### src/rtl/connect4_move_sequencer_pkg.sv
// Shared definitions for the Connect-4 turn controller: FSM states, result codes
// and board geometry.
package connect4_move_sequencer_pkg;

    localparam int BOARD_COLS  = 4;
    localparam int BOARD_ROWS  = 4;
    localparam int BOARD_CELLS = BOARD_COLS * BOARD_ROWS;

    typedef enum logic [2:0] {
        S_IDLE     = 3'd0,
        S_VALIDATE = 3'd1,
        S_WRITE    = 3'd2,
        S_CHECK    = 3'd3,
        S_RELEASE  = 3'd4,
        S_OVER     = 3'd5
    } state_t;

    // Shared by the detector's win_status and the latched final winner.
    localparam logic [1:0] WIN_NONE = 2'b00;
    localparam logic [1:0] WIN_P0   = 2'b01;
    localparam logic [1:0] WIN_P1   = 2'b10;
    localparam logic [1:0] WIN_DRAW = 2'b11;

endpackage

### src/rtl/connect4_move_sequencer_btn_debounce.sv
// Button conditioner: 2-FF synchronizer, level debouncer and a one-cycle press
// strobe on the rising edge of the debounced level.
module btn_debounce #(
    parameter int DEBOUNCE = 4
) (
    input  logic clk,
    input  logic reset,
    input  logic btn,
    output logic level,
    output logic press
);

    localparam int CW = $clog2(DEBOUNCE + 1);

    logic          sync_p0;
    logic          sync_p1;
    logic [CW-1:0] cnt;
    logic          settle;

    assign settle = (cnt == CW'(DEBOUNCE - 1));

    always_ff @(posedge clk or negedge reset) begin
        if (!reset) begin
            sync_p0 <= 1'b0;
            sync_p1 <= 1'b0;
            cnt     <= '0;
            level   <= 1'b0;
            press   <= 1'b0;
        end else begin
            sync_p0 <= btn;
            sync_p1 <= sync_p0;
            press   <= 1'b0;
            // Any sample agreeing with the current level restarts the run.
            if (sync_p1 != level) begin
                if (settle) begin
                    level <= sync_p1;
                    cnt   <= '0;
                    press <= sync_p1;
                end else begin
                    cnt <= cnt + 1'b1;
                end
            end else begin
                cnt <= '0;
            end
        end
    end

endmodule

### src/rtl/connect4_move_sequencer.sv
// Turn controller: validates a column drop against the fill heights, strobes
// the board write, waits for the winner detector, then alternates or ends.
module connect4_move_sequencer
    import connect4_move_sequencer_pkg::*;
#(
    parameter int COLS      = BOARD_COLS,
    parameter int ROWS      = BOARD_ROWS,
    parameter int DEBOUNCE  = 4,
    parameter int CHECK_LAT = 2
) (
    input  logic            clk,
    input  logic            reset,
    input  logic            btn,
    input  logic [COLS-1:0] col_sel,
    input  logic [1:0]      win_status,
    output logic            cell_wr_en,
    output logic [3:0]      cell_idx,
    output logic            player,
    output logic [4:0]      move_cnt,
    output logic            bad_move,
    output logic            game_over,
    output logic [1:0]      winner,
    output logic [2:0]      fsm_state
);

    localparam int CW = $clog2(COLS);
    localparam int HW = $clog2(ROWS + 1);
    localparam int WW = $clog2(CHECK_LAT) + 1;

    function automatic logic is_onehot(input logic [COLS-1:0] v);
        int n;
        n = 0;
        for (int i = 0; i < COLS; i++) n += int'(v[i]);
        return (n == 1);
    endfunction

    function automatic logic [CW-1:0] onehot_idx(input logic [COLS-1:0] v);
        logic [CW-1:0] r;
        r = '0;
        for (int i = 0; i < COLS; i++) if (v[i]) r = CW'(i);
        return r;
    endfunction

    state_t          state;
    state_t          state_nx;
    logic [COLS-1:0] sel_q;
    logic [HW-1:0]   height [COLS];
    logic [WW-1:0]   wait_cnt;
    logic            press;
    logic            level;
    logic [CW-1:0]   col;
    logic            legal;
    logic            win_hit;
    logic            board_full;
    logic [3:0]      wr_idx;

    btn_debounce #(.DEBOUNCE(DEBOUNCE)) u_btn (
        .clk   (clk),
        .reset (reset),
        .btn   (btn),
        .level (level),
        .press (press)
    );

    assign col        = onehot_idx(sel_q);
    assign legal      = is_onehot(sel_q) && (height[col] < HW'(ROWS));
    assign win_hit    = (win_status == WIN_P0) || (win_status == WIN_P1);
    assign board_full = (move_cnt == 5'(COLS * ROWS));
    assign wr_idx     = 4'(int'(col) * ROWS + int'(height[col]));

    always_ff @(posedge clk or negedge reset) begin
        if (!reset) state <= S_IDLE;
        else        state <= state_nx;
    end

    always_comb begin
        state_nx = state;
        case (state)
            S_IDLE:     if (press) state_nx = S_VALIDATE;
            S_VALIDATE: state_nx = legal ? S_WRITE : S_RELEASE;
            S_WRITE:    state_nx = S_CHECK;
            S_CHECK:    if (wait_cnt == '0) state_nx = (win_hit || board_full) ? S_OVER : S_RELEASE;
            S_RELEASE:  if (!level) state_nx = S_IDLE;
            S_OVER:     state_nx = S_OVER;
            default:    state_nx = S_IDLE;
        endcase
    end

    always_comb begin
        cell_wr_en = (state == S_WRITE);
        cell_idx   = cell_wr_en ? wr_idx : 4'd0;
        bad_move   = (state == S_VALIDATE) && !legal;
        game_over  = (state == S_OVER);
        fsm_state  = state;
    end

    // Move bookkeeping; sel_q freezes the selection so later switch changes are ignored.
    always_ff @(posedge clk or negedge reset) begin
        if (!reset) begin
            sel_q    <= '0;
            wait_cnt <= '0;
            move_cnt <= '0;
            player   <= 1'b0;
            winner   <= WIN_NONE;
            for (int i = 0; i < COLS; i++) height[i] <= '0;
        end else begin
            case (state)
                S_IDLE: if (press) sel_q <= col_sel;
                S_WRITE: begin
                    height[col] <= height[col] + 1'b1;
                    move_cnt    <= move_cnt + 1'b1;
                    wait_cnt    <= WW'(CHECK_LAT - 1);
                end
                S_CHECK: begin
                    if (wait_cnt != '0)  wait_cnt <= wait_cnt - 1'b1;
                    else if (win_hit)    winner   <= win_status;
                    else if (board_full) winner   <= WIN_DRAW;
                    else                 player   <= ~player;
                end
                default: ;
            endcase
        end
    end

endmodule

### config.mk
export PLATFORM = sky130hd
export DESIGN_NAME = connect4_move_sequencer
export DESIGN_NICKNAME = d
export VERILOG_FILES = /design/src/rtl/connect4_move_sequencer_pkg.sv /design/src/rtl/connect4_move_sequencer_btn_debounce.sv /design/src/rtl/connect4_move_sequencer.sv
export SDC_FILE = /design/constraint.sdc
export NUM_CORES = 1
export LEC_CHECK = 0
export ABC_AREA = 1
export BUFFER_PORTS_ARGS = -buffer_cell sky130_fd_sc_hd__buf_4
export CAP_MARGIN = 20
export CORE_MARGIN = 8
export CORE_UTILIZATION = 56
export CTS_CLUSTER_DIAMETER = 120
export DETAILED_ROUTE_END_ITERATION = 8
export PLACE_DENSITY = 0.78
export SLEW_MARGIN = 20
export SYNTH_ARGS = -nofsm -noshare
export SYNTH_HDL_FRONTEND = slang
export SYNTH_SLANG_ARGS = --single-unit
export TNS_END_PERCENT = 10
### constraint.sdc
create_clock -name clk -period 2.6 [get_ports clk]
set_input_delay 0.13 -clock clk [delete_from_list [all_inputs] [get_ports clk]]
set_output_delay 0.13 -clock clk [all_outputs]
set_load 0.05 [all_outputs]
======== After elaboration in Yosys (flattened, before gate mapping) ========
Index checks and enable logic that the tools add are counted.
storage, ports and cells
  flip-flop bits (word level) ............. 36
  bits of input ports ..................... 9
  output and inout bits ................... 18
  logic and storage cells ................. 87
operators by class
  $add $sub $neg .......................... 8
  magnitude comparators ................... 3
  equality and inequality tests ........... 15
  multiplexer cells ....................... 24
  bitwise logic cells ..................... 5
  reductions and logical operators ........ 17
operators by type and width
  cell                                                             count
  3-bit two-way mux                                                9
  3-bit case mux with 6 select lines                               1
  12-bit bitwise mux                                               1
  2-bit two-way mux                                                5
  3-bit by 2-bit == test with 1-bit output, second input constant  3
  3-bit by 1-bit adder with 3-bit output, second input constant    2
  3-bit binary-select mux with 2-bit select                        1
  3-bit demux with 2-bit select                                    1
  3-bit == test, second input constant                             2
  2-bit inequality test, second input constant                     3
  2-bit AND reduction                                              3
  3-bit AND reduction                                              2
  2-bit nonzero test                                               3
  5-bit by 1-bit adder with 5-bit output, second input constant    1
  5-bit == test, second input constant                             1
  3-bit by 1-bit adder with 4-bit output                           1
  4-bit by 3-bit adder with 4-bit output                           1
  4-bit by 1-bit == test with 1-bit output, second input constant  1
  1-bit two-way mux                                                4
  4-bit two-way mux                                                1
  1-bit NOT                                                        4
  2-bit case mux with 2 select lines                               1
  4-bit AND reduction                                              1
  2-bit by 1-bit adder with 3-bit output                           1
  16 further kinds                                                 19

======== Longest topological paths before layout ========
  depth in word-level cells ............... 11
  gate-level depth with buffers ........... 11
  mapped depth without buffers ............ 11

======== By module ========
A second synthesis with hierarchy kept.
unflattened totals
  cells, all modules ...................... 219
  area, all modules ....................... 1886.8 sq um
modules (own cells, without submodules)
  module                   instances  cells each  area each (sq um)  seq. area each (sq um)
  connect4_move_sequencer  1          192         1621.6             725.7
  btn_debounce             1          27          265.3              175.2

======== Least setup slack after synthesis ========
OpenSTA, ideal clock, no wires.
  path kind ............................... flip-flop to output port
  start ................................... reg state[2], in the netlist fsm_state[2]
  end ..................................... out cell_idx[0]
  data arrival time ....................... 2.588 ns
  slack ................................... -0.118 ns
  stages on the path, launching flop included .. 5
  cells stage by stage .................... dfrtp_1 inv_2 nand3_2 buf_6 nor4_1
on the way
  longest elaborated chain between the ends .. 2
RTL lines
  item                                      RTL line                       RTL
  start, declared                           connect4_move_sequencer.sv:44  state_t state;
  start signal, assigned                    connect4_move_sequencer.sv:73  else state <= state_nx;
  3-bit by 2-bit == test with 1-bit output  connect4_move_sequencer.sv:90  cell_wr_en = (state == S_WRITE);
  4-bit two-way mux                         connect4_move_sequencer.sv:91  cell_idx = cell_wr_en ? wr_idx : 4'd0;
  end, declared                             connect4_move_sequencer.sv:17  output logic [3:0] cell_idx,
No other way between the ends.

======== Final worst setup path ========
  start ................................... reg sel_q[3]
  end ..................................... out bad_move
on the way
  longest elaborated chain between the ends .. 9
  elaborated cells on any way between the ends .. 11
  classes of those cells .................. add/sub: 1; order compare: 1; eq/ne: 1; mux: 4; bitwise: 1; reduce/logical: 3
RTL lines
  item                                                   RTL line                        RTL
  start, declared                                        connect4_move_sequencer.sv:46   logic [COLS-1:0] sel_q;
  start signal, assigned                                 connect4_move_sequencer.sv:108  S_IDLE: if (press) sel_q <= col_sel;
  2-bit two-way mux                                      connect4_move_sequencer.sv:40   for (int i = 0; i < COLS; i++) if (v[i]) r = CW'(i);
  2-bit NOT with 3-bit output (not written as such)      connect4_move_sequencer.sv:66   assign legal = is_onehot(sel_q) && (height[col] < HW'(ROWS));
  3-bit binary-select mux with 2-bit select              connect4_move_sequencer.sv:66
  3-bit two-way mux (not written as such) (2 in series)  connect4_move_sequencer.sv:66
  3-bit < comparator                                     connect4_move_sequencer.sv:66
  1-bit logical AND *                                    connect4_move_sequencer.sv:66
  1-bit zero test *                                      connect4_move_sequencer.sv:92   bad_move = (state == S_VALIDATE) && !legal;
  1-bit logical AND *                                    connect4_move_sequencer.sv:92
  end, declared                                          connect4_move_sequencer.sv:20   output logic bad_move,
Every way passes the cells marked *; elsewhere a longest branch is shown, timed or not. The select of a mux whose other input is x is not followed.

==> summary.md <==
| Metric | Value |
|---|---|
| Synth Instances | 208 |
| Post-Synthesis Mean Instance Area | 8.92 um^2 |
| First-pass GRT wire length | 6.17 mm |
| Share of cells above drive strength 1 | 0.276 |
| Critical path startpoint category | register |
| Worst hold stages | 3 |
| Routed wire per std cell | 12.8 um |
| Cell area power density | 1280 mW/mm^2 |
| Die Wd | 73.6 um |
| Critical Path, Cell by Cell | inv_2, fa_1, inv_1, ha_2, ha_4, nor3b_2, nand3_1, nand2_1, inv_1, buf_6 |
| Setup tns final | 0 ns |
| Dpl ws | 0.329 ns |
| Worst-Margin Slew | 0.455 ns |
| Min Tclk post-route | 2.48 ns |
| Core ar. | 0.00326 mm^2 |
| Max_cap viols | 0 |
| Final GP Congestion | 0.829 |
| Ports | 27 |
| Root buf cell | clkbuf_4 |
| Max VDD drop | 0.000612 V |
| Post-synth top area cell | dfrtp_1 |
| Total power | 2.86 mW |
| Initial antenna violation count | 0 |
| DR vias/cell | 4.98 |
| Critical path class | register to output pin |
| Worst reg2reg setup slack | 0.54 ns |
| Largest net degree at the start of global routing | 37 |
| R2r endpoint | fsm_state[2]$_DFFE_PN0P_ |
| GRT Overall Usage | 0.147 |
| Hold crit path type | input pin to register |
| Slowest-stage cell, CP | fa_1 |
| ANT nets after route | 0 |
| WP data required | 2.47 ns |
| R2R depth | 11 |
| Outcome | completed |
| Final setup skew | 0.00845 ns |
| Die area | 0.00541 mm^2 |
| Clk slew on worst S/H paths | 0.10 ns |
| Total CTS buffers | 5 |
| Number of port buffers | 26 |
| Post-synthesis sequential area ratio | 0.486 |
| Synth unique cells | 29 |
| Fraction of registers with async set/reset | 1.00 |
| Ys Warns | 0 |
| Post-DP Area | 0.00210 mm^2 |
| Worst-skew pair later-pin latency | 0.34 ns |
| Critical Path Most Common Cell | inv_1 |
| H-tree depth | 2 |
| EDFF count, synth | 0 |
| Num rows | 21 |
| Syn_nets | 228 |
| Seq cells post-synth | 36 |
| WP data arrival | 2.35 ns |
| Vias in the first global route | 1414 |
| Ant. Diodes | 0 |
| DIE HEIGHT | 73.6 um |
| Vias | 1454 |
| Most used DFF post-synth | dfrtp_1 |
| Drt total wl | 3.74 mm |
| Max Root-Sink Buffers | 2 |
| Fillers | 292 |
| Post-layout util | 0.688 |
| Post-route cell area | 0.00224 mm^2 |
| Synth top area cells | dfrtp_1 (49%), nand2_1 (7.9%), ha_1 (6.7%) |
| First-pass DRT Iterations | 4 |
| Max Freq | 404 MHz |
| Synth top area share | 0.486 |
| Slew Limit Fails | 0 |
| Tcrit/Tclk final | 0.953 |
| Gr ovfl total | 0 |
| Delay-heaviest family, CP | adder cells |
| Worst hold path endpoint | sel_q[2]$_DFFE_PN0P_ |
| CTS Sinks | 36 |
| Worst flop-to-flop path startpoint | sel_q[3]$_DFFE_PN0P_ |
| Pleak | 1.14 nW |
| Final Worst Setup Slack | 0.122 ns |
| Max stage delay on crit path | 0.49 ns |
| CP Buf/Inv Count | 4 |
| Nets | 266 |
| Initial Util | 0.570 |
| Mapped cell area | 0.00186 mm^2 |
| First DRT Iteration DRCs | 94 |
| CP endpoint kind | output pin |
| HPWL Detailed | 2.76 mm |
| CP Max Fanout | 4 |
| Slew margin rel. | 0.697 |
| Final number of hold-violating endpoints | 0 |
| CTS tree | done |
| Final setup violation count | 0 |
| Layout area overhead | 20.8% |
| Hold wc startpoint | col_sel[2] |
| DR DRC count | 0 |
## flip-flops by register name, indices dropped and copies added, names as in the netlist
register	cells
u_btn.press	1
height	12
winner	2
player	1
u_btn.sync_p0	1
move_cnt	5
u_btn.level	1
u_btn.cnt	3
wait_cnt	2
u_btn.sync_p1	1
fsm_state	3
sel_q	4
## what timing repair did
item,CTS,global route
setup buffers,0,4
hold buffers,2,0
setup endpoints to repair,1,1
endpoints found under the hold margin,37,0
gates resized for setup,1,3
pin swaps,0,4
## where the power goes
part | internal (mW) | switching, mW | total, mW
clock network | 0.153 | 0.185 | 0.338
registers | 0.763 | 0.170 | 0.933
logic | 0.566 | 1.02 | 1.59
total | 1.48 | 1.38 | 2.86
## layer usage
metal  vias to the layer above  wire, um  global-route usage
met3                         6       180              0.0437
met4                         0        53              0.0599
met5                         -         0                   0
met2                        23      1910               0.255
li1                        743         -                   -
met1                       682      1590               0.162
## worst min-delay path: cells and delay by family
kind | cells | cell delay [ns]
AO/OA/AOI/OAI | 1 | 0.10
buffers and inverters | 1 | 0.08
AND/OR/NAND/NOR | 1 | 0.03
## layout make-up
| type | instances | area, um^2 | share of cell area |
|---|---|---|---|
| Sequential cell | 36 | 901 | 0.402 |
| Timing Repair Buffer | 32 | 249 | 0.111 |
| Clock buffer | 7 | 65.1 | 0.0290 |
| Tap cell | 46 | 57.6 | 0.0257 |
| Multi-Input combinational cell | 141 | 857 | 0.382 |
| Inverter | 30 | 113 | 0.0502 |
## worst max path at each step
stage,start,endpoint,slack [ns],cells after the start
5_1_grt,sel_q[3]$_DFFE_PN0P_,bad_move,-0.007,10
3_5_place_dp,sel_q[3]$_DFFE_PN0P_,bad_move,0.33,10
4_1_cts,sel_q[3]$_DFFE_PN0P_,bad_move,0.002,10
6_report,sel_q[3]$_DFFE_PN0P_,bad_move,0.12,10
2_1_floorplan,fsm_state[2]$_DFFE_PN0P_,cell_idx[3],0.25,5
3_3_place_gp,sel_q[1]$_DFFE_PN0P_,bad_move,0.38,10
## layout by cell type (no fill, tap or decap), types with 3 or more instances in the layout
cell type	n
a21oi_1	7
buf_4	29
clkbuf_4	5
dfrtp_1	36
ha_1	8
inv_1	26
inv_2	4
nand2_1	39
nand2_2	6
nand3_1	8
nor2_1	22
nor2_2	5
nor3_1	3
o21ai_0	12
o21ai_1	3
o21ai_2	4
xnor2_1	3
xor2_1	3
## Yosys cell counts, drive strengths merged (2+ instances only)
cell	number
o21ai	19
nand4	2
xnor2	3
nor3	4
inv	30
dfrtp	36
ha	10
nand3	10
xor2	3
nand2	46
nor2	29
a21oi	9
## through the flow
stage	hold slack (ns)	instances
finish	0.0372	292
global route	0.0410	292
CTS	0.0310	288
detailed placement	0.115	279
global placement	0.116	279
floorplan	-0.166	208
## cells by family after synthesis
family,Yosys count,synth area share
buf+inv,31,0.0668
flops,36,0.486
xor+xnor,6,0.0283
compound gates,30,0.0951
fa+ha+maj,11,0.0782
simple gates,94,0.246
Note: power is estimated with default switching activity, not from simulation.
